File: config.mk
export PLATFORM = sky130hd
export DESIGN_NAME = spi_reg_intf
export DESIGN_NICKNAME = d
export VERILOG_FILES = /design/src/rtl/spi_reg_intf.sv
export SDC_FILE = /design/constraint.sdc
export NUM_CORES = 1
export LEC_CHECK = 0
export ABC_AREA = 1
export CORE_MARGIN = 3
export CORE_UTILIZATION = 50
export CTS_CLUSTER_SIZE = 8
export DETAILED_ROUTE_END_ITERATION = 16
export HOLD_SLACK_MARGIN = 0.12
export PLACE_DENSITY_LB_ADDON = 0.08
export SKIP_LAST_GASP = 1
export SYNTH_ARGS = -nofsm -noshare
export SYNTH_HDL_FRONTEND = slang
export SYNTH_SLANG_ARGS = --single-unit
File: constraint.sdc
create_clock -name clk -period 1.9 [get_ports clk]
set_clock_uncertainty 0.15 [all_clocks]
set_input_delay 0.19 -clock clk [delete_from_list [all_inputs] [get_ports clk]]
set_output_delay 0.19 -clock clk [all_outputs]
set_load 0.1 [all_outputs]
File: src/rtl/spi_reg_intf.sv
// spi_reg_intf
// ------------
// SPI slave front end (mode 0) of the accelerator register interface.
// It holds NUM_REGS 16-bit control registers. A host writes and reads them
// with 24-bit frames: one command byte, then 16 data bits, MSB first.
// Command byte layout: bit7 = read (1) / write (0); bits 6:4 are ignored;
// bits 3:0 select the address.
//
// All state is in the clk domain. SCLK, SS and MOSI are treated as
// asynchronous inputs. Each one is synchronised by two flops. A third flop
// on SCLK and SS turns level changes into single-cycle edge strobes. The
// clk frequency must be at least 8x the SCLK frequency.
//
// Ports:
//   clk   in   system clock, rising edge
//   rst   in   synchronous active-high reset
//   SCLK  in   SPI clock from the host, idles low
//   SS    in   slave select, active low
//   MOSI  in   host-to-slave data, sampled on SCLK rising edges
//   MISO  out  slave-to-host data, registered, changes after SCLK falls
//
// Build option:
//   REG_INTF_ID_EN  When defined, address 0 is a read-only ID register that
//                   returns ID_VALUE, and writes to it are dropped.
//                   When undefined, address 0 is a normal register.

`timescale 1ns/1ps

module spi_reg_intf #(
    parameter int          NUM_REGS = 16,
    parameter logic [15:0] ID_VALUE = 16'hA5C3
) (
    input  logic clk,
    input  logic rst,
    input  logic SCLK,
    input  logic SS,
    input  logic MOSI,
    output logic MISO
);

`ifdef REG_INTF_ID_EN
    localparam bit ID_EN = 1'b1;
`else
    localparam bit ID_EN = 1'b0;
`endif

    localparam logic [4:0] FRAME_BITS = 5'd24;

    // Synchronisers. Index 0 is the first flop after the pin. The SCLK and
    // SS chains have one extra stage, which is used only for edge detection.
    logic [2:0] sclk_sync_q, sclk_sync_d;
    logic [2:0] ss_sync_q,   ss_sync_d;
    logic [1:0] mosi_sync_q, mosi_sync_d;

    // Frame state
    logic [4:0]  bit_cnt_q,   bit_cnt_d;
    logic [14:0] shift_in_q,  shift_in_d;   // the last received bit comes straight from mosi
    logic        rd_frame_q,  rd_frame_d;   // current frame is a read past its command byte
    logic [3:0]  addr_q,      addr_d;
    logic [15:0] out_shift_q, out_shift_d;
    logic        miso_q,      miso_d;

    // Pending register write, committed one clk after the 24th rising edge
    logic        wr_en_q,     wr_en_d;
    logic [15:0] wr_data_q,   wr_data_d;

    // Register bank
    logic [15:0] regs_q [NUM_REGS];
    logic [15:0] regs_d [NUM_REGS];

    // Synchronised levels and edge strobes
    logic sclk_rise, sclk_fall, ss_fall, ss_rise, ss_low, mosi_s;
    logic [3:0]  cmd_addr;
    logic [15:0] cmd_rd_data;

    always_comb begin
        sclk_sync_d = {sclk_sync_q[1:0], SCLK};
        ss_sync_d   = {ss_sync_q[1:0], SS};
        mosi_sync_d = {mosi_sync_q[0], MOSI};
    end

    assign sclk_rise = sclk_sync_q[1] & ~sclk_sync_q[2];
    assign sclk_fall = ~sclk_sync_q[1] & sclk_sync_q[2];
    assign ss_fall   = ~ss_sync_q[1] & ss_sync_q[2];
    assign ss_rise   = ss_sync_q[1] & ~ss_sync_q[2];
    assign ss_low    = ~ss_sync_q[1];
    assign mosi_s    = mosi_sync_q[1];

    // On the 8th rising edge, the address is the three low bits already
    // shifted in plus the bit arriving now. Looking it up here lets the read
    // data be loaded on the same edge.
    assign cmd_addr = {shift_in_q[2:0], mosi_s};

    always_comb begin
        cmd_rd_data = 16'h0000;
        for (int i = 0; i < NUM_REGS; i++) begin
            if (cmd_addr == 4'(i)) begin
                cmd_rd_data = regs_q[i];
            end
        end
    end

    // Frame sequencing
    always_comb begin
        bit_cnt_d   = bit_cnt_q;
        shift_in_d  = shift_in_q;
        rd_frame_d  = rd_frame_q;
        addr_d      = addr_q;
        out_shift_d = out_shift_q;
        miso_d      = miso_q;
        wr_en_d     = 1'b0;
        wr_data_d   = wr_data_q;

        if (ss_fall) begin
            // A new frame starts from a clean state.
            bit_cnt_d   = 5'd0;
            shift_in_d  = 15'd0;
            out_shift_d = 16'h0000;
            rd_frame_d  = 1'b0;
            miso_d      = 1'b0;
        end else if (ss_rise) begin
            // The frame ended or was aborted. Abandoning a frame needs no
            // further action, because a write is only queued after bit 24.
            bit_cnt_d  = 5'd0;
            rd_frame_d = 1'b0;
        end else if (ss_low) begin
            // The counter saturates at 24, so any extra bits are ignored.
            if (sclk_rise && (bit_cnt_q < FRAME_BITS)) begin
                shift_in_d = {shift_in_q[13:0], mosi_s};
                bit_cnt_d  = bit_cnt_q + 5'd1;

                if (bit_cnt_q == 5'd7) begin
                    // The command byte is complete: shift_in_q[6] is the
                    // R/W bit, and bits 5:3 are reserved.
                    addr_d     = cmd_addr;
                    rd_frame_d = shift_in_q[6];
                    if (shift_in_q[6]) begin
                        out_shift_d = cmd_rd_data;
                    end
                end

                if ((bit_cnt_q == FRAME_BITS - 5'd1) && !rd_frame_q) begin
                    wr_en_d   = 1'b1;
                    wr_data_d = {shift_in_q[14:0], mosi_s};
                end
            end

            if (sclk_fall && rd_frame_q) begin
                miso_d      = out_shift_q[15];
                out_shift_d = {out_shift_q[14:0], 1'b0};
            end
        end

        // MISO is held low whenever the host is not selecting this slave.
        if (ss_sync_q[1]) begin
            miso_d = 1'b0;
        end
    end

    // Register bank update. With the ID option enabled, address 0 keeps its
    // reset value forever.
    always_comb begin
        for (int i = 0; i < NUM_REGS; i++) begin
            regs_d[i] = regs_q[i];
            if (wr_en_q && (addr_q == 4'(i)) && !(ID_EN && (i == 0))) begin
                regs_d[i] = wr_data_q;
            end
        end
    end

    always_ff @(posedge clk) begin
        if (rst) begin
            sclk_sync_q <= 3'b000;
            ss_sync_q   <= 3'b111;
            mosi_sync_q <= 2'b00;
            bit_cnt_q   <= 5'd0;
            shift_in_q  <= 15'd0;
            rd_frame_q  <= 1'b0;
            addr_q      <= 4'd0;
            out_shift_q <= 16'h0000;
            miso_q      <= 1'b0;
            wr_en_q     <= 1'b0;
            wr_data_q   <= 16'h0000;
            for (int i = 0; i < NUM_REGS; i++) begin
                regs_q[i] <= (ID_EN && (i == 0)) ? ID_VALUE : 16'h0000;
            end
        end else begin
            sclk_sync_q <= sclk_sync_d;
            ss_sync_q   <= ss_sync_d;
            mosi_sync_q <= mosi_sync_d;
            bit_cnt_q   <= bit_cnt_d;
            shift_in_q  <= shift_in_d;
            rd_frame_q  <= rd_frame_d;
            addr_q      <= addr_d;
            out_shift_q <= out_shift_d;
            miso_q      <= miso_d;
            wr_en_q     <= wr_en_d;
            wr_data_q   <= wr_data_d;
            for (int i = 0; i < NUM_REGS; i++) begin
                regs_q[i] <= regs_d[i];
            end
        end
    end

    assign MISO = miso_q;

endmodule

**Word-level counts from Yosys, hierarchy flattened**

Memories as Yosys holds them, arrays and structs flattened.
Cells that the tools add are included.

- Flip-flop bits (word level): 67
- Memory bits (writable): 256
- Input port bits: 5
- Output and inout port bits: 1
- Word-level logic and storage cells: 165
- Memories: 1

Memories:

| memory | depth | width | rd ports | clocked after Yosys merged registers in | wr ports | line | source |
|---|---|---|---|---|---|---|---|
| regs_q | 16 | 16 | 16 | 0 | 16 | 68 | `logic [15:0] regs_q [NUM_REGS];` |

- Add/sub/neg operators: 1
- Magnitude comparators: 1
- Eq/ne operators: 32
- Muxes and demuxes: 56
- Bitwise operators: 27
- Reduce and logical (&&, ||, !) cells: 36

Operators by type and width:

| cell | count |
|---|---|
| $mux 16 | 52 |
| $eq 4x4->1 const B | 16 |
| $eq 4x3->1 const B | 8 |
| $logic_and 1x1->1 | 19 |
| $eq 4x2->1 const B | 4 |
| $or 1x1->1 | 16 |
| $reduce_and 5->1 | 3 |
| $eq 4x1->1 const B | 2 |
| $logic_not 4->1 | 2 |
| $not 1->1 | 7 |
| $reduce_and 3->1 | 2 |
| $reduce_bool 2->1 | 3 |
| $reduce_or 3->1 | 2 |
| $add 5x1->5 const B | 1 |
| $eq 5x3->1 const B | 1 |
| $eq 5x5->1 const B | 1 |
| $lt 5x5->1 const B | 1 |
| $reduce_or 5->1 | 1 |
| $and 1x1->1 | 4 |
| $mux 1 | 4 |
| $reduce_and 2->1 | 2 |
| $reduce_or 2->1 | 1 |
| $logic_not 1->1 | 1 |

**Depth between registers and ports, before layout**

Gate-level depths: netlist (run 1).

- Word-level depth: 21
- Gate-level depth with buffers: 16
- Mapped depth without buffers: 15

**Least setup slack after synthesis (run 1)**

No wires, ideal clock.

- Path type: flip-flop to flip-flop
- Start: register shift_in_q[0]
- End: register out_shift_q[5]
- Setup time: 0.132 ns
- Arrival: 1.539 ns
- Data required time: 1.618 ns
- Path slack: 0.079 ns
- Cell stages (with the launch flop): 16
- Path buffers: 1
- Clock period less this slack: 1.821 ns
- Cells stage by stage: dfxtp_1 > nand2_1 > inv_1 > nand2_1 > buf_4 > nor2_1 > nor2_1 > nand4_1 > nor2_1 > nand3_1 > nor2_1 > nand3_1 > nand2_1 > nand3_1 > nand2_1 > a21oi_1

- Longest elaborated chain between the ends: 21
- Elaborated cells between the ends (all ways): 36
- Those cells by class: 15 x eq/ne; 20 x mux; 1 x reduce/logical

RTL lines:

| what | line | source |
|---|---|---|
| from (decl) | 57 | `logic [14:0] shift_in_q, shift_in_d;` |
| from (signal assigned) | 192 | `shift_in_q <= shift_in_d;` |
| $logic_not 4->1 | 97 | `if (cmd_addr == 4'(i)) begin` |
| $mux 16 (15 in series) | 97 |  |
| $mux 16 (*) | 97 |  |
| $mux 16 (*) | 137 | `if (shift_in_q[6]) begin` |
| $mux 16 (*) | 132 | `if (bit_cnt_q == 5'd7) begin` |
| $mux 16 (*) | 128 | `if (sclk_rise && (bit_cnt_q < FRAME_BITS)) begin` |
| $mux 16 (*) | 148 | `if (sclk_fall && rd_frame_q) begin` |
| to (signal assigned) | 195 | `out_shift_q <= out_shift_d;` |
| to (decl) | 60 | `logic [15:0] out_shift_q, out_shift_d;` |

Mark *: on every way between the ends. The rest lies on a longest branch, timed or not. The select of a mux whose other input is x is not followed.
A chain may end at the register's enable or synchronous reset.

**Worst setup path in the final report (run 1)**

- Start: register shift_in_q[0]
- End: register out_shift_q[9]

The elaborated chain is that of the path after synthesis.

==> reports/metrics.yaml, run 1 <==
cells_and_area:
  synthToLayoutAreaGrowth_pct: 22.81
  fillers: 2336
  final_area_mm2: 0.01648
  final_cells: 2345
  final_nets: 2017
  n_antenna_cell: 0
  layout-drive-gt1-share: 0.1522
  seq_area_mm2: 0.006484
  multiInputGateArea_mm2: 0.006128
critical_path:
  critPathLaunchType: "flip-flop"
  crit_path_end_kind: "flip-flop"
  critPathMaxFanout: 4
  r2r_slack_ns: -0.36
  worst_ep_arrival_time_ns: 2.52
  path_class: "flip-flop to flip-flop"
  reg2reg_depth: 15
  required_ns: 2.16
pwr:
  peakVddDrop_mv: 0.7035
  power_density_mw_per_mm2: 865.0
  leakage_nw: 7.052
synth:
  synthCells: 1906
  yosysMostFrequentCell: "nor2_1"
  synth_area_leader_cell: "dfxtp_1"
  synth_seq_cells: 323
  yosys-top-cells-area: "dfxtp_1 48%, nor2_1 13%, o21ai_0 11%, nand2_1 7.3%, a21oi_1 6.6%"
  synthDistinctLibCells: 30
  yosys_most_used_dff: "dfxtp_1"
  asyncSetResetFlopFracSynth: 0
  synth_top_area_frac: 0.4817
  syn_nets: 1915
  yosys_warnings: 0
  syn_area_mm2: 0.01342
  synth_edf_count: 0
  yosysSeqAreaShare: 0.4817
  avgSynthCellArea_um2: 7.042
  synthTopCellsByCount: "457 x nor2_1, 323 x dfxtp_1, 291 x o21ai_0"
place:
  dp.cells: 2272
  place_congestion: 0.8694
  placed_cell_area_mm2: 0.01477
  dpl_worst_slack_ns: -0.4260
  dpl.hpwl_um: 26400
  port_buffers: 5
sta:
  slew_viol_final: 0
  setup_ws_ns: -0.3552
  finalSetupViolCount: 16
  finalHoldViolCount: 0
  fmax_ghz: 0.4434
  finalCritPeriodShare: 1.187
  worstMarginPinSlew_ns: 0.6003
  layout_min_cycle_time_ns: 2.255
  rsz0062_at_grt: "yes"
  slew_headroom: 0.5994
global_route:
  grt_overflow: 0
  track_usage: 0.2846
  grt_pass1_vias: 12042
  antenna_found_initial: 2
  grt_max_degree: 70
  grt_pass1_wl_um: 65620
hold_path:
  min_path_type: "flip-flop to flip-flop"
  whs_path_depth: 2
routing:
  drt-initial-drc-count: 1231
  vias: 12828
  detail_route.vias_per_cell: 5.470
  wirelength_um: 41230
  wl_per_cell_um: 17.58
  drt-pass1-iter-count: 5
  drc: 0
  antenna_left: 0
floorplanning:
  die_w_um: 169.8
  core_area_mm2: 0.02621
  die_h_um: 169.8
  rows: 59
  initial_core_util: 0.5122
  die_area_mm2: 0.02885
  ios: 6
outcome:
  status: "finished with violations"
  violations: "negative setup slack"
clock_tree:
  cts_buffer_depth: 3
  clk_pin_slew_worst_paths_ns: 0.05
  cts-root-buf: "clkbuf_16"
  cts_tree: "done"
  worstSkewPairLatency_ns: 0.53
  cts_buffers: 46
  htree_levels: 2
  cts.sinks: 323
flow_run:
  maxCapViolCount: 0
==> critical path: stages, from the launching register on <==
cell and delay [ns]:
dfxtp_4 0.37, buf_12 0.12, clkinv_8 0.06, nand2_8 0.08, nor2_4 0.06, buf_4 0.14
a21oi_1 0.18, nand4_1 0.18, nand2_1 0.10, nand4_1 0.12, nor2_1 0.15, nand4_1 0.13
nand2_1 0.10, nand3_1 0.07, nand2_1 0.06, a21oi_1 0.05
==> where the power goes <==
group	total [mW]	internal [mW]	switching (mW)
Combinational	0.320	0.121	0.199
Sequential	6.80	6.80	0.00692
Clock	7.14	4.35	2.79
Total	14.3	11.3	2.99
==> state kept, by name, indices dropped and copies added, names as in the netlist <==
name	cells
sclk_sync_q	3
bit_cnt_q	5
wr_en_q	1
out_shift_q	16
ss_sync_q	3
rd_frame_q	1
shift_in_q	15
mosi_sync_q	2
wr_data_q	16
regs_q	256
MISO	1
addr_q	4
==> timing repair <==
action                                  CTS  global route
endpoints found under the hold margin     3             0
buffers inserted                         16             5
gates cloned                              1             0
endpoints found under the setup margin   16            89
gates resized for setup                  51            46
pin swaps                                35            57
hold buffers                              3             0
==> logic make-up after synthesis <==
group / share of synthesized area
adders and majority gates: 0.003729
DFF: 0.4817
AOI/OAI and AO/OA: 0.1780
buffers and inverters: 0.07923
and+or+nand+nor: 0.2573
==> worst paths after layout <==
check	to	start
worst max-delay path	out_shift_q[9]$_SDFFE_PP0P_	shift_in_q[0]$_SDFFE_PP0P_
worst min-delay path	mosi_sync_q[1]$_SDFF_PP0_	mosi_sync_q[0]$_SDFF_PP0_
worst max register to register	out_shift_q[9]$_SDFFE_PP0P_	shift_in_q[0]$_SDFFE_PP0P_
worst min register to register	mosi_sync_q[1]$_SDFF_PP0_	mosi_sync_q[0]$_SDFF_PP0_
==> layout make-up <==
class                           count  area share
Clock buffer                       48     0.07218
Clock inverter                      2   0.0008349
Inverter                          155     0.03696
Multi-Input combinational cell   1314      0.3718
Sequential cell                   323      0.3933
Tap cell                          335     0.02543
Timing Repair Buffer              168     0.09951
==> layer usage <==
| metal | GRT usage | vias up | part of all wire |
|---|---|---|---|
| li1 | - | 6341 | - |
| met1 | 0.4157 | 5945 | 0.46 |
| met2 | 0.4391 | 456 | 0.44 |
| met3 | 0.04576 | 84 | 0.077 |
| met4 | 0.07752 | 2 | 0.022 |
| met5 | 0 | - | 0.00032 |
==> metrics by stage <==
stage / setup TNS, ns / total power, mW / hold WS [ns] / utilization
final: -4.250 / 14.26 / 0.2435 / 0.6290
after global routing: -6.088 / 14.65 / 0.2717 / 0.6290
after floorplan: 0 / 7.114 / 0.1438 / -
after detailed placement: -5.827 / 7.228 / 0.2439 / 0.5637
after CTS: -3.534 / 14.35 / 0.2522 / 0.6209
after global placement: -5.095 / 7.228 / 0.2442 / 0.5637
==> cells in the final DEF, fill, tap and decap left out, drive strengths merged <==
cell           netlist  layout
nor3                21      21
a21oi              176     176
o21ai              291     291
nor4                 2       2
o211ai               1       1
nand2              263     263
a211oi               6       6
nor3b                2       2
nor4b                1       1
inv                151     149
clkinv               4       6
clkinvlp             0       2
clkbuf              92      48
dfxtp              323     323
nand3               29      29
nand4               45      45
ha                   4       4
buf                 23     161
nand3b               1       1
or2                  3       3
clkdlybuf4s50        0       4
nor2               468     469
dlygate4sd3          0       3
Note: power is estimated with default switching activity, not from simulation.
==> run 2: changes to the inputs <==
CORE_UTILIZATION = 45   (was 50)
==> reports/metrics.yaml, run 2 (synthesized netlist as in run 1, its figures left out) <==
critical_path:
  critPathLaunchType: "flip-flop"
  setup.worst_path.start: "mosi_sync_q[1]$_SDFF_PP0_"
  path_class: "flip-flop to flip-flop"
  required_ns: 2.17  # about the same
  crit_path_end_kind: "flip-flop"
  r2r-start: "mosi_sync_q[1]$_SDFF_PP0_"
  critPathMaxFanout: 8  # +4
  worst_ep_arrival_time_ns: 2.53  # about the same
clock_tree:
  htree_levels: 2  # unchanged
  cts-root-buf: "clkbuf_16"
  clk_pin_slew_worst_paths_ns: 0.05  # about the same
  cts.sinks: 323  # unchanged
  cts_buffers: 46  # unchanged
  worstSkewPairLatency_ns: 0.53  # about the same
  cts_buffer_depth: 3  # unchanged
  cts_tree: "done"
global_route:
  grt_pass1_wl_um: 65490  # -0.19%
  grt_pass1_vias: 11802  # -2.0%
  antenna_found_initial: 0  # -2
  track_usage: 0.2594  # -0.02523
  grt_max_degree: 120  # +71%
  grt_overflow: 0  # unchanged
cells_and_area:
  n_antenna_cell: 0  # unchanged
  final_cell_mix: "441 x nor2_1, 318 x dfxtp_1, 291 x o21ai_0, 247 x nand2_1, 174 x a21oi_1"
  largest_reg_flops: 256  # unchanged
  layout-drive-gt1-share: 0.1441  # -0.008095
  regMostFlops: "regs_q"
  synthToLayoutAreaGrowth_pct: 22.70  # about the same
  fin_util: 0.5677  # -0.06136
  final_nets: 2005  # -0.59%
  final_cells: 2382  # +1.6%
  reg.largest.list: "regs_q: 256 flops, out_shift_q: 16 flops, wr_data_q: 16 flops"
  final_common_cell: "nor2_1"
outcome:
  status: "finished with violations"
  violations: "negative setup slack"
routing:
  vias: 12555  # -2.1%
  wl_per_cell_um: 17.34  # -1.4%
  drt-initial-drc-count: 950  # -23%
  detail_route.vias_per_cell: 5.271  # -3.6%
  drc: 0  # unchanged
  antenna_left: 0  # unchanged
  wirelength_um: 41310  # +0.20%
  drt-pass1-iter-count: 7  # +2
sta:
  layout_min_cycle_time_ns: 2.268  # +0.01237 ns
  finalSetupViolCount: 16  # unchanged
  finalCritPeriodShare: 1.193  # +0.006508
  worstMarginPinSlew_ns: 0.7308  # +0.1306 ns
  slew_viol_final: 0  # unchanged
  setup_ws_ns: -0.3676  # -0.01237 ns
  fmax_ghz: 0.4410  # -0.55%
  slew_headroom: 0.5123  # -0.08714
  rsz0062_at_grt: "yes"
  finalHoldViolCount: 0  # unchanged
pwr:
  peakVddDrop_mv: 0.6092  # -13%
  fin_total_pwr_mw: 14.41  # +1.0%
  leakage_nw: 7.008  # -0.63%
  power_density_mw_per_mm2: 874.7  # +1.1%
place:
  dp.cells: 2299  # +1.2%
  place_congestion: 0.8414  # -3.2%
  dpl_worst_slack_ns: -0.4734  # -0.04738 ns
  port_buffers: 5  # unchanged
  dpl.hpwl_um: 26050  # -1.3%
floorplanning:
  rows: 62  # +5.1%
  die_area_mm2: 0.03194  # +11%
  die_h_um: 178.7  # +5.2%
  die_w_um: 178.7  # +5.2%
  ios: 6  # unchanged
  initial_core_util: 0.4627  # -0.04955
  core_area_mm2: 0.02901  # +11%
hold_path:
  hold_path.startpoint: "mosi_sync_q[0]$_SDFF_PP0_"
  min_path_type: "flip-flop to flip-flop"
flow_run:
  maxCapViolCount: 0  # unchanged
==> run 2: changes by cell type in the layout (fill, tap and decap cells not counted), moves of 3 or more <==
cell and delta:
a21oi_1 +3, a21oi_2 -3, buf_4 -19, buf_6 +6, nand2_4 +5, nand3_1 -3
nor2_1 +7, nor2_2 -6
==> run 2: layout make-up <==
cell class / instances / area, µm²
clock inverters: 2 / 38.79
multi-input cells: 1317 / 6167
flip-flops and latches: 323 / 6482
clock buffers: 48 / 1180
repair buffers: 153 / 1525
well taps: 384 / 480.5
fillers: 2738 / 12540
inverters: 155 / 595.6
==> run 2: worst max-delay path, stage by stage, from the launching register on <==
cell,delay (ns)
dfxtp_4,0.36
buf_6,0.12
nand2_2,0.10
nor2_4,0.09
buf_4,0.16
nand2_1,0.11
nand3_4,0.10
nor2_4,0.12
nand4_1,0.08
nand2_1,0.08
nand4_1,0.15
nor3_2,0.25
nand4_1,0.13
nand2_1,0.09
a21oi_1,0.06
==> run 2: worst paths after layout <==
| path | to | slack, ns | cells after the start |
|---|---|---|---|
| setup / recovery | out_shift_q[8]$_SDFFE_PP0P_ | -0.37 | 14 |
| hold / removal | mosi_sync_q[1]$_SDFF_PP0_ | 0.25 | 2 |
| setup reg to reg | out_shift_q[8]$_SDFFE_PP0P_ | -0.37 | 14 |
| hold reg to reg | mosi_sync_q[1]$_SDFF_PP0_ | 0.25 | 2 |
==> run 2: metrics by stage <==
stage | instance area, µm² | setup TNS [ns] | hold WS (ns)
global placement | 14620 | -5.263 | 0.2493
CTS | 16210 | -4.020 | 0.2520
global route | 16470 | -6.787 | 0.2696
detailed placement | 14620 | -6.248 | 0.2489
floorplan | 13420 | 0 | 0.1438
finish | 16470 | -4.563 | 0.2463
==> run 2: per-layer routing <==
layer | up-vias | wire length [µm] | GRT usage
met5 | - | 0 | 0
met4 | 0 | 1236 | 0.08052
met3 | 88 | 3089 | 0.05887
met2 | 397 | 17460 | 0.3912
met1 | 5754 | 19530 | 0.3694
li1 | 6316 | - | -
==> run 2: repair_timing <==
item,4_1_cts,5_1_grt
endpoints found under the setup margin,16,95
gates cloned,4,1
endpoints found under the hold margin,3,0
pin swaps,25,44
setup buffers,19,8
hold buffers,3,0
resized for setup,48,52
==> run 2: power breakdown <==
| group | switching [mW] | internal (mW) | total, mW |
|---|---|---|---|
| Clock | 2.80 | 4.45 | 7.25 |
| Combinational | 0.209 | 0.142 | 0.351 |
| Sequential | 0.00750 | 6.80 | 6.80 |
